**src/rtl/multicycle_control_unit.sv**
```systemverilog
// multicycle_control_unit
// Registered control FSM for a multicycle RV32 core. One shared ALU and one
// unified memory are sequenced over 3-5 cycles per instruction (lw, sw,
// R-type, I-type ALU, beq/bne, jal). Memory states wait on mem_ready with a
// bounded timeout. Illegal opcodes and timeouts fall into a sticky TRAP
// state that only reset leaves. Retired instructions are counted.
//
// Ports:
//   clk, rst          rising-edge clock, synchronous active-low reset
//   Opcode/func3/func7 instruction fields from the instruction register
//   Zero              ALU zero flag
//   mem_ready         memory completes the current access this cycle
//   PCWrite, AdrSrc, MemWrite, IRWrite, RegWrite   datapath strobes/selects
//   ResultSrc, ALUSrcA, ALUSrcB, ImmSrc, ALUControl datapath mux/ALU controls
//   trap, trap_cause  trap indication and reason (01 illegal, 10 timeout)
//   instret           retired-instruction counter, wraps at 2^CNT_W
module multicycle_control_unit #(
   parameter int WAIT_LIMIT = 15,
   parameter int BNE_EN     = 1,
   parameter int CNT_W      = 32
) (
   input  logic             clk,
   input  logic             rst,
   input  logic [6:0]       Opcode,
   input  logic [2:0]       func3,
   input  logic [6:0]       func7,
   input  logic             Zero,
   input  logic             mem_ready,
   output logic             PCWrite,
   output logic             AdrSrc,
   output logic             MemWrite,
   output logic             IRWrite,
   output logic             RegWrite,
   output logic [1:0]       ResultSrc,
   output logic [1:0]       ALUSrcA,
   output logic [1:0]       ALUSrcB,
   output logic [1:0]       ImmSrc,
   output logic [2:0]       ALUControl,
   output logic             trap,
   output logic [1:0]       trap_cause,
   output logic [CNT_W-1:0] instret
);

   localparam logic [6:0] OP_LW  = 7'b0000011;
   localparam logic [6:0] OP_SW  = 7'b0100011;
   localparam logic [6:0] OP_R   = 7'b0110011;
   localparam logic [6:0] OP_I   = 7'b0010011;
   localparam logic [6:0] OP_BR  = 7'b1100011;
   localparam logic [6:0] OP_JAL = 7'b1101111;

   localparam logic [7:0] LIMIT         = 8'(WAIT_LIMIT);
   localparam logic [1:0] CAUSE_ILLEGAL = 2'b01;
   localparam logic [1:0] CAUSE_TIMEOUT = 2'b10;

   typedef enum logic [3:0] {
      FETCH    = 4'd0,
      DECODE   = 4'd1,
      MEMADR   = 4'd2,
      MEMREAD  = 4'd3,
      MEMWB    = 4'd4,
      MEMWRITE = 4'd5,
      EXECR    = 4'd6,
      EXECI    = 4'd7,
      ALUWB    = 4'd8,
      BRANCH   = 4'd9,
      JAL      = 4'd10,
      TRAP     = 4'd11
   } state_t;

   state_t     state;
   state_t     next_state;
   logic [7:0] wait_count;
   logic [1:0] next_cause;
   logic       stall;
   logic       pc_write;
   logic       mem_write;
   logic       ir_write;
   logic       reg_write;
   logic [2:0] alu_decode;
   logic       bne_legal;
   logic       branch_taken;
   logic       retire;
   logic       unused_func7;

   // Only func7[5] matters for the add/sub split; the rest is folded here.
   assign unused_func7 = ^{func7[6], func7[4:0]};

   assign bne_legal    = (BNE_EN != 0) && (func3 == 3'b001);
   assign branch_taken = ((func3 == 3'b000) && Zero) || (bne_legal && !Zero);

   // Register-register and register-immediate ALU operation select. The
   // sub case needs Opcode[5] so that addi with a stray func7[5] stays add.
   always_comb begin
      alu_decode = 3'b000;
      case (func3)
         3'b000:  alu_decode = (Opcode[5] && func7[5]) ? 3'b001 : 3'b000;
         3'b010:  alu_decode = 3'b101;
         3'b110:  alu_decode = 3'b011;
         3'b111:  alu_decode = 3'b010;
         default: alu_decode = 3'b000;
      endcase
   end

   // Immediate format follows the opcode in every state, so the extender is
   // already settled by the time DECODE needs the branch/jump offset.
   always_comb begin
      ImmSrc = 2'b00;
      case (Opcode)
         OP_SW:   ImmSrc = 2'b01;
         OP_BR:   ImmSrc = 2'b10;
         OP_JAL:  ImmSrc = 2'b11;
         default: ImmSrc = 2'b00;
      endcase
   end

   // Next-state and datapath controls. Strobes are produced raw here and
   // masked by reset below. A stall in a memory wait state that has already
   // used up its budget overrides the normal transition with a timeout trap.
   always_comb begin
      next_state = state;
      next_cause = trap_cause;
      stall      = 1'b0;
      pc_write   = 1'b0;
      mem_write  = 1'b0;
      ir_write   = 1'b0;
      reg_write  = 1'b0;
      AdrSrc     = 1'b0;
      ResultSrc  = 2'b00;
      ALUSrcA    = 2'b00;
      ALUSrcB    = 2'b00;
      ALUControl = 3'b000;
      case (state)
         FETCH: begin
            ALUSrcB   = 2'b10;
            ResultSrc = 2'b10;
            pc_write  = mem_ready;
            ir_write  = mem_ready;
            if (mem_ready) next_state = DECODE;
            else           stall      = 1'b1;
         end
         DECODE: begin
            ALUSrcA = 2'b01;
            ALUSrcB = 2'b01;
            case (Opcode)
               OP_LW, OP_SW: next_state = MEMADR;
               OP_R:         next_state = EXECR;
               OP_I:         next_state = EXECI;
               OP_BR:        next_state = BRANCH;
               OP_JAL:       next_state = JAL;
               default: begin
                  next_state = TRAP;
                  next_cause = CAUSE_ILLEGAL;
               end
            endcase
         end
         MEMADR: begin
            ALUSrcA    = 2'b10;
            ALUSrcB    = 2'b01;
            next_state = (Opcode == OP_SW) ? MEMWRITE : MEMREAD;
         end
         MEMREAD: begin
            AdrSrc = 1'b1;
            if (mem_ready) next_state = MEMWB;
            else           stall      = 1'b1;
         end
         MEMWB: begin
            ResultSrc  = 2'b01;
            reg_write  = 1'b1;
            next_state = FETCH;
         end
         MEMWRITE: begin
            AdrSrc    = 1'b1;
            mem_write = 1'b1;
            if (mem_ready) next_state = FETCH;
            else           stall      = 1'b1;
         end
         EXECR: begin
            ALUSrcA    = 2'b10;
            ALUControl = alu_decode;
            next_state = ALUWB;
         end
         EXECI: begin
            ALUSrcA    = 2'b10;
            ALUSrcB    = 2'b01;
            ALUControl = alu_decode;
            next_state = ALUWB;
         end
         ALUWB: begin
            reg_write  = 1'b1;
            next_state = FETCH;
         end
         BRANCH: begin
            ALUSrcA    = 2'b10;
            ALUControl = 3'b001;
            if ((func3 == 3'b000) || bne_legal) begin
               pc_write   = branch_taken;
               next_state = FETCH;
            end else begin
               next_state = TRAP;
               next_cause = CAUSE_ILLEGAL;
            end
         end
         JAL: begin
            ALUSrcA    = 2'b01;
            ALUSrcB    = 2'b10;
            pc_write   = 1'b1;
            next_state = ALUWB;
         end
         TRAP: begin
            next_state = TRAP;
         end
         default: begin
            next_state = TRAP;
            next_cause = CAUSE_ILLEGAL;
         end
      endcase
      if (stall && (wait_count == LIMIT)) begin
         next_state = TRAP;
         next_cause = CAUSE_TIMEOUT;
      end
   end

   // An instruction retires on the edge that returns to FETCH from one of
   // its final states; jal is counted when it leaves ALUWB.
   assign retire = (next_state == FETCH) &&
                   ((state == MEMWB) || (state == MEMWRITE) ||
                    (state == ALUWB) || (state == BRANCH));

   assign PCWrite  = rst & pc_write;
   assign MemWrite = rst & mem_write;
   assign IRWrite  = rst & ir_write;
   assign RegWrite = rst & reg_write;
   assign trap     = (state == TRAP);

   // State, trap reason, wait counter and retirement counter. The wait
   // counter restarts on every state change so each access gets a fresh
   // budget; it cannot pass LIMIT because reaching it forces a transition.
   always_ff @(posedge clk) begin
      if (!rst) begin
         state      <= FETCH;
         trap_cause <= 2'b00;
         wait_count <= 8'd0;
         instret    <= '0;
      end else begin
         state      <= next_state;
         trap_cause <= next_cause;
         if (next_state != state) wait_count <= 8'd0;
         else if (stall)          wait_count <= wait_count + 8'd1;
         if (retire) instret <= instret + CNT_W'(1);
      end
   end

endmodule
```
**config.mk**
```make
export PLATFORM = sky130hd
export DESIGN_NAME = multicycle_control_unit
export DESIGN_NICKNAME = d
export VERILOG_FILES = /design/src/rtl/multicycle_control_unit.sv
export SDC_FILE = /design/constraint.sdc
export NUM_CORES = 1
export LEC_CHECK = 0
export CAP_MARGIN = 30
export CORE_MARGIN = 4
export CORE_UTILIZATION = 52
export DETAILED_ROUTE_END_ITERATION = 10
export HOLD_SLACK_MARGIN = 0.05
export PLACE_DENSITY = 0.9
export SKIP_LAST_GASP = 1
export SYNTH_ARGS = -nofsm -noshare
export SYNTH_HDL_FRONTEND = slang
export SYNTH_SLANG_ARGS = --single-unit
```
**constraint.sdc**
```tcl
create_clock -name clk -period 3.3 [get_ports clk]
set_input_delay 0.33 -clock clk [delete_from_list [all_inputs] [get_ports clk]]
set_output_delay 0.33 -clock clk [all_outputs]
set_load 0.02 [all_outputs]
```
* After elaboration in Yosys (flattened, before gate mapping)
Index checks and enable logic that the tools add are counted.
** Cells by class
- Add/sub/neg operators :: 2
- Bitwise gates (word level) :: 6
- Equality and inequality tests :: 28
- Multiplexer cells :: 27
- Reduce and logical (&&, ||, !) cells :: 30
** Operators by type and width (number)
- 32-bit by 1-bit adder with 32-bit output (second input constant) :: 1
- 4-bit case mux with 8 select lines :: 1
- 4-bit 2-to-1 mux :: 5
- 4-bit case mux with 5 select lines :: 1
- 4-bit by 3-bit == test with 1-bit output (second input constant) :: 4
- 4-bit == test (second input constant) :: 4
- 2-bit OR reduction :: 8
- 7-bit by 6-bit == test with 1-bit output (second input constant) :: 2
- 7-bit == test (second input constant) :: 2
- 2-bit case mux with 2 select lines :: 3
- 2-bit case mux with 3 select lines :: 2
- 3-bit case mux with 4 select lines :: 1
- 10-bit OR reduction :: 1
- 3-bit OR reduction :: 3
- 8-bit by 1-bit adder with 8-bit output (second input constant) :: 1
- 4-bit by 2-bit == test with 1-bit output (second input constant) :: 2
- 8-bit by 4-bit == test with 1-bit output (second input constant) :: 1
- 4-bit logical NOT :: 2
- 1-bit 2-to-1 mux :: 8
- 7-bit by 2-bit == test with 1-bit output (second input constant) :: 1
- 7-bit by 5-bit == test with 1-bit output (second input constant) :: 1
- 3-bit == test (second input constant) :: 2
- 2-bit 2-to-1 mux :: 3
- 3-bit != test (second input constant) :: 2
- other kinds (18) :: 32
** Word-level totals
- Word-level logic and storage cells :: 98
- Output and inout bits :: 51
- Bits of input ports :: 21
- Bits in registers :: 46

* Logic depth before layout (Yosys ltp)
Gate-level depths: netlist of run 1.
- Depth after elaboration :: 7
- Depth in mapped cells :: 9

* Least setup slack after synthesis of run 1
Ideal clock, no wire load.
- Path type :: register -> output
- Start :: register state[0]
- End :: output IRWrite
- Stages on the path, launching flop included :: 6
- Arrival :: 1.997 ns
- Path slack :: 0.973 ns
- Required time :: 2.970 ns
- Cell sequence :: dfxtp_1 buf_2 clkbuf_1 clkbuf_1 nor4_1 and3_1
** On the way
- Longest elaborated chain between the ends :: 3
** Ends and longest elaborated chain
- from (decl) :: RTL line 70 : state_t state;
- from (signal assigned) :: RTL line 245 : state <= next_state;
- 4-bit logical NOT :: RTL line 132 : case (state)
- 1-bit 2-to-1 mux :: RTL line 132
- 1-bit AND :: RTL line 231 : assign IRWrite = rst & ir_write;
- to (decl) :: RTL line 32 : output logic IRWrite,
No other way between the ends.

* Worst setup path in the final report of run 1
- Start :: register state[1]
- End :: output ALUControl[2]
** On the way
- Longest elaborated chain between the ends :: 3
- Elaborated cells between the ends (all ways) :: 5
- Those cells by class :: 3 x eq/ne; 1 x mux; 1 x reduce/logical
** Ends and longest elaborated chain
- 4-bit by 3-bit == test with 1-bit output :: RTL line 132
- 2-bit OR reduction (no source line)
- 3-bit case mux with 2 select lines (*) :: RTL line 132
- to (decl) :: RTL line 38 : output logic [2:0] ALUControl,
Mark *: on every way between the ends. The rest lies on a longest branch, timed or not.

==> impl_results.html, run 1 <==
<table>
<tr><th>Metric</th><th>Value</th></tr>
<tr><th colspan="2">Floorplanning</th></tr>
<tr><td>Horiz. Die Dim</td><td>79.78 microns</td></tr>
<tr><td>Number of rows created at floorplan</td><td>25</td></tr>
<tr><td>Starting density of the core</td><td>between 50 and 60%</td></tr>
<tr><td>Floorplan die height</td><td>roughly 80 microns</td></tr>
<tr><td>Die area</td><td>6364 sq um</td></tr>
<tr><td>Number of placed I/O pins</td><td>roughly 70</td></tr>
<tr><td>Core Box Area</td><td>roughly 4800 sq um</td></tr>
<tr><th colspan="2">Power</th></tr>
<tr><td>Cell Pwr Density</td><td>approximately 400 nW/um^2</td></tr>
<tr><td>Worst ir drop on vdd</td><td>slightly below 300 uV</td></tr>
<tr><td>LEAKAGE</td><td>0.001289 uW</td></tr>
<tr><th colspan="2">Yosys</th></tr>
<tr><td>Share of the synthesized area in the top cell type</td><td>roughly a third</td></tr>
<tr><td>Number of warning messages in the yosys log</td><td>0</td></tr>
<tr><td>Unique cell type count in the Yosys netlist</td><td>51</td></tr>
<tr><td>Leading post-synthesis cells by cell area</td><td>sky130_fd_sc_hd__dfxtp_1 34%, sky130_fd_sc_hd__xor2_1 11%, sky130_fd_sc_hd__nor2_1 7.3%, sky130_fd_sc_hd__and3_1 3.7%, sky130_fd_sc_hd__nand2_1 2.8%</td></tr>
<tr><td>Cell type contributing the most total cell area after synthesis</td><td>sky130_fd_sc_hd__dfxtp_1</td></tr>
<tr><td>Leading cell type by number of instances after synthesis</td><td>sky130_fd_sc_hd__nor2_1</td></tr>
<tr><td>Synthesized Nets</td><td>~350</td></tr>
<tr><td>Sequential area share after synthesis</td><td>around a third</td></tr>
<tr><td>Most frequent cells after synthesis</td><td>52 x sky130_fd_sc_hd__nor2_1, 46 x sky130_fd_sc_hd__dfxtp_1, 34 x sky130_fd_sc_hd__xor2_1, 20 x sky130_fd_sc_hd__nand2_1, 16 x sky130_fd_sc_hd__and3_1</td></tr>
<tr><td>Synthesized area per cell</td><td>8.319 sq um</td></tr>
<tr><td>Asr flop ratio synth</td><td>0%</td></tr>
<tr><td>Primary flip-flop cell chosen by synthesis mapping</td><td>sky130_fd_sc_hd__dfxtp_1</td></tr>
<tr><td>Post-Syn Area</td><td>2679 sq um</td></tr>
<tr><td>Post-synth EDFFs</td><td>0</td></tr>
<tr><td>Flops &amp; latches, synth</td><td>46</td></tr>
<tr><td>Synthesized netlist cell count</td><td>approximately 320</td></tr>
<tr><th colspan="2">STA</th></tr>
<tr><td>Final Cycle Share</td><td>89.78%</td></tr>
<tr><td>Worst-margin pin slew</td><td>roughly 770 ps</td></tr>
<tr><td>Total setup violations reported at the end of the flow</td><td>0</td></tr>
<tr><td>Number of slew-limit violations in the final report</td><td>0</td></tr>
<tr><td>Final setup skew</td><td>about 10 ps</td></tr>
<tr><td>Setup repair after global routing missed its margin</td><td>false</td></tr>
<tr><td>Worst slew margin relative to its limit</td><td>between 40% and 50%</td></tr>
<tr><td>Final sum of negative setup slack</td><td>0 ps</td></tr>
<tr><td>Final-report hold violation count</td><td>0</td></tr>
<tr><td>Final Critical Period</td><td>2963 ps</td></tr>
<tr><td>Achievable frequency</td><td>337.5 MHz</td></tr>
<tr><th colspan="2">Setup path</th></tr>
<tr><td>Beginning of the worst register-to-register path</td><td>state[3]</td></tr>
<tr><td>Startpoint Class</td><td>flip-flop</td></tr>
<tr><td>Stage delay of the slowest cell on the critical path</td><td>a little over 800 ps</td></tr>
<tr><td>Critical Path Fanout Max</td><td>23</td></tr>
<tr><td>Capture point of the critical path</td><td>ALUControl[2]</td></tr>
<tr><td>Number of cells on the worst reg-to-reg path</td><td>6</td></tr>
<tr><td>Data required time at the worst endpoint</td><td>~3000 ps</td></tr>
<tr><td>Capture point of the worst reg-to-reg path</td><td>instret[24]</td></tr>
<tr><td>Type of destination of the critical path</td><td>primary output</td></tr>
<tr><td>Crit Path Class</td><td>flip-flop to primary output</td></tr>
<tr><td>Cell-by-cell listing of the critical path</td><td>inv_1, nor2_1, nand3_1, nor3_1, clkdlybuf4s50_1</td></tr>
<tr><td>Flop2flop setup slack</td><td>between 600 and 700 ps</td></tr>
<tr><td>Cell type of the slowest stage on the worst timing path</td><td>sky130_fd_sc_hd__dfxtp_1</td></tr>
<tr><td>Worst Path Arrival</td><td>roughly 2600 ps</td></tr>
<tr><td>Start point of the critical path</td><td>state[1]</td></tr>
<tr><th colspan="2">Placed design</th></tr>
<tr><td>Count of input and output buffers</td><td>65</td></tr>
<tr><td>Placed instance count</td><td>approximately 440</td></tr>
<tr><td>Placed wire-length estimate after detailed placement</td><td>approximately 4600 microns</td></tr>
<tr><td>Placed Area</td><td>3339 sq um</td></tr>
<tr><td>Global placer's final weighted congestion</td><td>a little under 0.9</td></tr>
<tr><th colspan="2">Finish</th></tr>
<tr><td>Number of non-filler instances in the completed layout</td><td>~450</td></tr>
<tr><td>Share of post-route cells with drive strength above 1</td><td>around 5.8%</td></tr>
<tr><td>Design area</td><td>about 3400 sq um</td></tr>
<tr><td>Finished Core Util</td><td>a little over two thirds</td></tr>
<tr><td>Final antenna diode count</td><td>0</td></tr>
<tr><td>Filler cells</td><td>~370</td></tr>
<tr><td>Area added between synthesis and finish</td><td>28.02%</td></tr>
<tr><td>Total number of nets in the final design</td><td>roughly 400</td></tr>
<tr><th colspan="2">Detailed routing</th></tr>
<tr><td>Drt initial violations</td><td>115</td></tr>
<tr><td>Antenna-violating nets left</td><td>0</td></tr>
<tr><td>Number of vias after detailed routing</td><td>about 2500</td></tr>
<tr><td>Detailed-route wire length per cell</td><td>roughly 14 microns</td></tr>
<tr><td>Vias per Instance</td><td>approximately 5.7</td></tr>
<tr><td>DRC errors left</td><td>0</td></tr>
<tr><td>DRT Pass-1 Iters</td><td>5</td></tr>
<tr><td>Post-Route WL</td><td>~6400 microns</td></tr>
<tr><th colspan="2">GRT</th></tr>
<tr><td>Global Route Usage Sum</td><td>between 20% and 30%</td></tr>
<tr><td>First-pass GRT wire length</td><td>between 10000 and 15000 microns</td></tr>
<tr><td>Global-route congestion overflow total</td><td>0</td></tr>
<tr><td>Number of antenna violations at the first check in global routing</td><td>0</td></tr>
<tr><td>Largest net degree at the start of global routing</td><td>24</td></tr>
<tr><td>Number of global-route vias before repair</td><td>around 2400</td></tr>
<tr><th colspan="2">Clocking</th></tr>
<tr><td>Number of post-CTS setup repair buffers</td><td>0</td></tr>
<tr><td>Quantity of hold-fixing buffers added after cts</td><td>0</td></tr>
<tr><td>Root cell of the clock tree</td><td>sky130_fd_sc_hd__clkbuf_8</td></tr>
<tr><td>CTS buffer count</td><td>5</td></tr>
<tr><td>CTS resizes</td><td>0</td></tr>
<tr><td>Worst-path clk slew</td><td>roughly 90 ps</td></tr>
<tr><td>CTS Buffer Depth</td><td>2</td></tr>
<tr><td>Clock tree sinks</td><td>46</td></tr>
<tr><td>TritonCTS clock tree</td><td>yes</td></tr>
<tr><td>Clock latency on the worst-skew pair</td><td>approximately 300 ps</td></tr>
<tr><td>H-tree depth reported by CTS</td><td>2</td></tr>
<tr><th colspan="2">Job</th></tr>
<tr><td>Max-capacitance violation count</td><td>0</td></tr>
<tr><th colspan="2">Status</th></tr>
<tr><td>Run status</td><td>completed</td></tr>
<tr><th colspan="2">Hold path</th></tr>
<tr><td>Worst min-delay path category</td><td>flip-flop to flip-flop</td></tr>
</table>
-- metal layers --
| metal | up-vias | track usage, % | part of all wire [%] |
|---|---|---|---|
| met5 | - | 0 | 0 |
| met4 | 0 | 6.757 | 0.88 |
| met3 | 7 | 3.725 | 6.3 |
| met2 | 94 | 35.39 | 50 |
| met1 | 1183 | 24.91 | 43 |
| li1 | 1251 | - | - |
-- through the flow --
step,worst slack [ps],power (uW),hold slack (ps)
after floorplan,972.6,893.6,447.5
after global placement,539.8,1022,488.4
final,337.3,1365,508.1
after CTS,380.3,1367,507.5
after detailed placement,502.9,1031,489.0
after global routing,248.3,1428,533.7
-- cell usage in the layout (no fill, tap or decap), drive strengths merged, types with 5 or more instances in the layout --
master | synthesis | final
nor4 | 5 | 5
dfxtp | 46 | 46
xor2 | 34 | 34
and3 | 16 | 16
nor3 | 14 | 14
nand4 | 10 | 10
clkbuf | 11 | 5
clkdlybuf4s50 | 0 | 65
nand3 | 18 | 18
o21ai | 9 | 9
nor2 | 52 | 52
xnor2 | 8 | 8
nand2 | 20 | 20
inv | 7 | 7
and4 | 8 | 8
-- worst min path at each step --
stage	from	to	slack (ps)	cells past startpoint
2_1_floorplan	rst	trap_cause[1]	450	1
3_3_place_gp	trap_cause[0]	trap_cause[0]	490	2
3_5_place_dp	trap_cause[0]	trap_cause[0]	490	2
4_1_cts	trap_cause[0]	trap_cause[0]	510	2
5_1_grt	trap_cause[0]	trap_cause[0]	530	2
6_report	trap_cause[0]	trap_cause[0]	510	2
-- power by group --
group	switching, uW	internal (uW)	total, uW	leakage, uW
sequential	44.3	570	614	0.000371
combinational	228	178	407	0.000873
clock	195	149	344	0.0000441
-- sequential cells by signal (all words and copies together), names as in the netlist --
register and cells:
instret 32, wait_count 8, state 4, trap_cause 2
-- worst max-delay path, delay by kind of cell, from the launching register on --
kind	cells	cell delay [ps]
and+or+nand+nor	3	550
DFF	1	830
buffers and inverters	2	950
-- logic make-up (layout without fill, tap and decap cells) --
family | after synthesis | in the layout | share of synthesized area (%)
AND/OR/NAND/NOR | 168 | 168 | 34.80
AO/OA/AOI/OAI | 35 | 35 | 10.18
flip-flops | 46 | 46 | 34.38
XOR/XNOR | 42 | 42 | 13.73
multiplexers | 3 | 3 | 1.121
buffers and inverters | 26 | 84 | 4.858
adder cells (fa/ha/maj) | 2 | 2 | 0.9340
-- final cells by class --
class	count	area, sq um	share of cell area [%]
multi-input cells	250	1628	47.46
flip-flops and latches	46	920.9	26.85
repair buffers	69	680.7	19.85
well taps	67	83.83	2.444
clock buffers	5	68.82	2.007
inverters	7	26.28	0.7661
clock inverters	3	21.27	0.6202
No activity file was read; power rests on OpenSTA's default activity.
==> run 2: changes to the inputs <==
CORE_UTILIZATION = 49   (was 52)
CTS_CLUSTER_SIZE = 30   (was not set)
PLACE_DENSITY = 0.86   (was 0.9)
clock period = 2.9 ns   (was 3.3 ns; I/O delays follow)
==> run 2 against run 1 <==
Clock skew rose by 1.8 ps. Sequential share of layout area decreased by 0.38 points. Total power up 16%. First-iteration DRC count is 15% higher. Clock-buffer cell count did not move. Critical endpoint is now PCWrite. Utilization is 3.8 points lower. Via count is 0.12% lower.
==> impl_results.html, run 2 (synthesis gave the netlist of run 1 again) <==
<table>
<tr><th>Metric</th><th>Value</th></tr>
<tr><th colspan="2">Floorplanning</th></tr>
<tr><td>Number of placed I/O pins</td><td>72 (unchanged)</td></tr>
<tr><td>Core Box Area</td><td>5205 sq um (was 4848 sq um)</td></tr>
<tr><td>Starting density of the core</td><td>51.47% (was 55.25%)</td></tr>
<tr><td>Horiz. Die Dim</td><td>81.94 microns (was 79.78 microns)</td></tr>
<tr><td>Floorplan die height</td><td>81.94 microns (was 79.78 microns)</td></tr>
<tr><td>Number of rows created at floorplan</td><td>26 (was 25)</td></tr>
<tr><td>Die area</td><td>6714 sq um (was 6364 sq um)</td></tr>
<tr><th colspan="2">Finish</th></tr>
<tr><td>Most common cell after layout, fill and taps aside</td><td>sky130_fd_sc_hd__clkdlybuf4s50_1 (unchanged)</td></tr>
<tr><td>Design area</td><td>3483 sq um (was 3430 sq um)</td></tr>
<tr><td>Final antenna diode count</td><td>0 (unchanged)</td></tr>
<tr><td>Register bank with the most flops</td><td>instret (unchanged)</td></tr>
<tr><td>Filler cells</td><td>423 (was 373)</td></tr>
<tr><td>Largest register FFs</td><td>32 (unchanged)</td></tr>
<tr><td>Seq. cell area</td><td>922.1 sq um (was 920.9 sq um)</td></tr>
<tr><td>Largest regs</td><td>instret (32), wait_count (8), state (4) (unchanged)</td></tr>
<tr><td>Area added between synthesis and finish</td><td>30.03% (was 28.02%)</td></tr>
<tr><td>Total number of nets in the final design</td><td>408 (was 402)</td></tr>
<tr><td>Area of combinational cells with multiple inputs</td><td>1628 sq um (unchanged)</td></tr>
<tr><td>Commonest cells after routing, fill and taps aside</td><td>65 x sky130_fd_sc_hd__clkdlybuf4s50_1, 52 x sky130_fd_sc_hd__nor2_1, 45 x sky130_fd_sc_hd__dfxtp_1 (was 65 x sky130_fd_sc_hd__clkdlybuf4s50_1, 52 x sky130_fd_sc_hd__nor2_1, 46 x sky130_fd_sc_hd__dfxtp_1)</td></tr>
<tr><td>Share of post-route cells with drive strength above 1</td><td>7.513% (was 5.789%)</td></tr>
<tr><th colspan="2">Placed design</th></tr>
<tr><td>Placed Area</td><td>3388 sq um (was 3339 sq um)</td></tr>
<tr><td>Global placer's final weighted congestion</td><td>0.9350 (was 0.8954)</td></tr>
<tr><td>Count of input and output buffers</td><td>65 (unchanged)</td></tr>
<tr><td>Setup WS pre-CTS</td><td>271.6 ps (was 502.9 ps)</td></tr>
<tr><td>Placed wire-length estimate after detailed placement</td><td>4690 microns (was 4623 microns)</td></tr>
<tr><th colspan="2">Setup path</th></tr>
<tr><td>Number of cells on the worst reg-to-reg path</td><td>6 (unchanged)</td></tr>
<tr><td>Critical Path Fanout Max</td><td>16 (was 23)</td></tr>
<tr><td>Type of destination of the critical path</td><td>primary output (unchanged)</td></tr>
<tr><td>Flop2flop setup slack</td><td>580 ps (was 620 ps)</td></tr>
<tr><td>Crit Path Class</td><td>flip-flop to primary output (unchanged)</td></tr>
<tr><td>Data required time at the worst endpoint</td><td>2610 ps (was 2970 ps)</td></tr>
<tr><td>Worst Path Arrival</td><td>2340 ps (was 2630 ps)</td></tr>
<tr><td>Beginning of the worst register-to-register path</td><td>state[3] (unchanged)</td></tr>
<tr><td>Startpoint Class</td><td>flip-flop (unchanged)</td></tr>
<tr><td>Capture point of the worst reg-to-reg path</td><td>instret[28] (was instret[24])</td></tr>
<tr><th colspan="2">GRT</th></tr>
<tr><td>GR Layer Usage met1</td><td>24.26% (was 24.91%)</td></tr>
<tr><td>Number of global-route vias before repair</td><td>2337 (was 2373)</td></tr>
<tr><td>First-pass GRT wire length</td><td>10420 microns (was 10530 microns)</td></tr>
<tr><td>Most Crowded Layer GR</td><td>met2 (unchanged)</td></tr>
<tr><td>Global Route Usage Sum</td><td>19.50% (was 20.23%)</td></tr>
<tr><td>Largest net degree at the start of global routing</td><td>21 (was 24)</td></tr>
<tr><td>Met2 global-route usage</td><td>32.15% (was 35.39%)</td></tr>
<tr><td>GR met3 Demand/Resource</td><td>3.728% (was 3.725%)</td></tr>
<tr><td>Global-route congestion overflow total</td><td>0 (unchanged)</td></tr>
<tr><td>Number of antenna violations at the first check in global routing</td><td>0 (unchanged)</td></tr>
<tr><th colspan="2">Clocking</th></tr>
<tr><td>Quantity of hold-fixing buffers added after cts</td><td>0 (unchanged)</td></tr>
<tr><td>Clock latency on the worst-skew pair</td><td>310 ps (was 300 ps)</td></tr>
<tr><td>CTS Buffer Depth</td><td>2 (unchanged)</td></tr>
<tr><td>Worst-path clk slew</td><td>90 ps (about the same)</td></tr>
<tr><td>Clock tree sinks</td><td>46 (unchanged)</td></tr>
<tr><td>Root cell of the clock tree</td><td>sky130_fd_sc_hd__clkbuf_8 (unchanged)</td></tr>
<tr><td>TritonCTS clock tree</td><td>yes (unchanged)</td></tr>
<tr><td>CTS buffer count</td><td>5 (unchanged)</td></tr>
<tr><td>H-tree depth reported by CTS</td><td>2 (unchanged)</td></tr>
<tr><th colspan="2">STA</th></tr>
<tr><td>Setup slack of the critical path after layout</td><td>270.4 ps (was 337.3 ps)</td></tr>
<tr><td>Final sum of negative setup slack</td><td>0 ps (unchanged)</td></tr>
<tr><td>Total setup violations reported at the end of the flow</td><td>0 (unchanged)</td></tr>
<tr><td>Final-report hold violation count</td><td>0 (unchanged)</td></tr>
<tr><td>Worst slew margin relative to its limit</td><td>65.73% (was 48.89%)</td></tr>
<tr><td>Worst-margin pin slew</td><td>501.1 ps (was 765.6 ps)</td></tr>
<tr><td>WHS</td><td>505.7 ps (was 508.1 ps)</td></tr>
<tr><td>Number of slew-limit violations in the final report</td><td>0 (unchanged)</td></tr>
<tr><td>Final Critical Period</td><td>2630 ps</td></tr>
<tr><td>Final setup skew</td><td>11.99 ps (was 10.23 ps)</td></tr>
<tr><td>Setup repair after global routing missed its margin</td><td>false (unchanged)</td></tr>
<tr><td>Final Cycle Share</td><td>about nine tenths</td></tr>
<tr><td>Achievable frequency</td><td>about 380 MHz</td></tr>
<tr><th colspan="2">Power</th></tr>
<tr><td>Internal power contribution</td><td>1039 uW (was 897.0 uW)</td></tr>
<tr><td>Switching portion of total power</td><td>34.33% (was 34.27%)</td></tr>
<tr><td>LEAKAGE</td><td>0.001321 uW (was 0.001289 uW)</td></tr>
<tr><td>Worst ir drop on vdd</td><td>334.5 uV (was 293.3 uV)</td></tr>
<tr><td>Combinational share of power</td><td>30.6% (was 29.8%)</td></tr>
<tr><td>Net Sw Power</td><td>543.0 uW (was 467.7 uW)</td></tr>
<tr><td>Sequential power share</td><td>43.5% (was 45.0%)</td></tr>
<tr><td>Cell Pwr Density</td><td>454.1 nW/um^2 (was 397.9 nW/um^2)</td></tr>
<tr><td>Power, Total</td><td>1582 uW (was 1365 uW)</td></tr>
<tr><td>Clock network power share</td><td>25.9% (was 25.2%)</td></tr>
<tr><th colspan="2">Detailed routing</th></tr>
<tr><td>Antenna-violating nets left</td><td>0 (unchanged)</td></tr>
<tr><td>Vias per Instance</td><td>5.553 (was 5.671)</td></tr>
<tr><td>Number of vias after detailed routing</td><td>2532 (was 2535)</td></tr>
<tr><td>DRT Pass-1 Iters</td><td>4 (was 5)</td></tr>
<tr><td>Post-Route WL</td><td>6148 microns (was 6378 microns)</td></tr>
<tr><td>Detailed-route wire length per cell</td><td>13.48 microns (was 14.27 microns)</td></tr>
<tr><td>Drt initial violations</td><td>132 (was 115)</td></tr>
<tr><td>DRC errors left</td><td>0 (unchanged)</td></tr>
<tr><th colspan="2">Status</th></tr>
<tr><td>Run status</td><td>completed (unchanged)</td></tr>
<tr><th colspan="2">Hold path</th></tr>
<tr><td>Hold Path Cell Cnt</td><td>2 (unchanged)</td></tr>
<tr><td>Hold-critical path endpoint</td><td>trap_cause[0] (unchanged)</td></tr>
<tr><td>Worst min-delay path category</td><td>flip-flop to flip-flop (unchanged)</td></tr>
<tr><td>Startpoint of the tightest hold check path</td><td>trap_cause[0] (unchanged)</td></tr>
<tr><th colspan="2">Job</th></tr>
<tr><td>Max-capacitance violation count</td><td>0 (unchanged)</td></tr>
</table>
==> run 2: cell types whose count changed in the layout (fill, tap and decap cells not counted), sizes merged <==
| cell | before | now |
|---|---|---|
| buf | 4 | 10 |
| clkinv | 2 | 1 |
| inv | 7 | 8 |
==> run 2: repair_timing <==
action | CTS | global route
buffers inserted | 0 | 0
endpoints found under the setup margin | 0 | 1
resized for setup | 0 | 1
==> run 2: worst max path at each step <==
stage                          endpoint  cells after the start  startpoint
after floorplan                 IRWrite                      5    state[0]
after global placement    wait_count[2]                      7   Opcode[2]
after detailed placement  wait_count[2]                      7   Opcode[2]
after CTS                       PCWrite                      7    state[3]
after global routing            PCWrite                      7    state[1]
final                           PCWrite                      7    state[1]
==> run 2: power by group through the flow <==
stage / sequential (uW) / combinational (uW) / clock (uW)
final: 689 / 484 / 409
after global routing: 694 / 531 / 442
after CTS: 687 / 486 / 418
after detailed placement: 702 / 485 / 0
after global placement: 701 / 477 / 0
after floorplan: 684 / 333 / 0
==> run 2: metrics by stage <==
| stage | cells | utilization, % |
|---|---|---|
| 2_1_floorplan | 322 | - |
| 3_3_place_gp | 448 | 65.10 |
| 3_5_place_dp | 448 | 65.10 |
| 4_1_cts | 456 | 66.90 |
| 5_1_grt | 456 | 66.92 |
| 6_report | 456 | 66.92 |
==> run 2: worst max-delay path, stage by stage (launching register included) <==
cell and delay (ps):
sky130_fd_sc_hd__dfxtp_1 470, sky130_fd_sc_hd__buf_4 250, sky130_fd_sc_hd__nor2_1 220, sky130_fd_sc_hd__nand2_1 90, sky130_fd_sc_hd__a211oi_1 240, sky130_fd_sc_hd__a21oi_1 60, sky130_fd_sc_hd__nor2_1 100, sky130_fd_sc_hd__clkdlybuf4s50_1 610
==> run 2: final cells by class <==
type | instances | area share (%)
inverters | 7 | 0.7543
repair buffers | 75 | 20.83
clock inverters | 3 | 0.7184
flip-flops and latches | 46 | 26.47
multi-input cells | 250 | 46.73
clock buffers | 5 | 1.976
well taps | 70 | 2.514
==> run 2: metal layers <==
layer / up-vias / routed length (microns)
li1: 1270 / -
met2: 70 / 2963
met4: 0 / 141
met1: 1178 / 2723
met5: - / 0
met3: 14 / 320
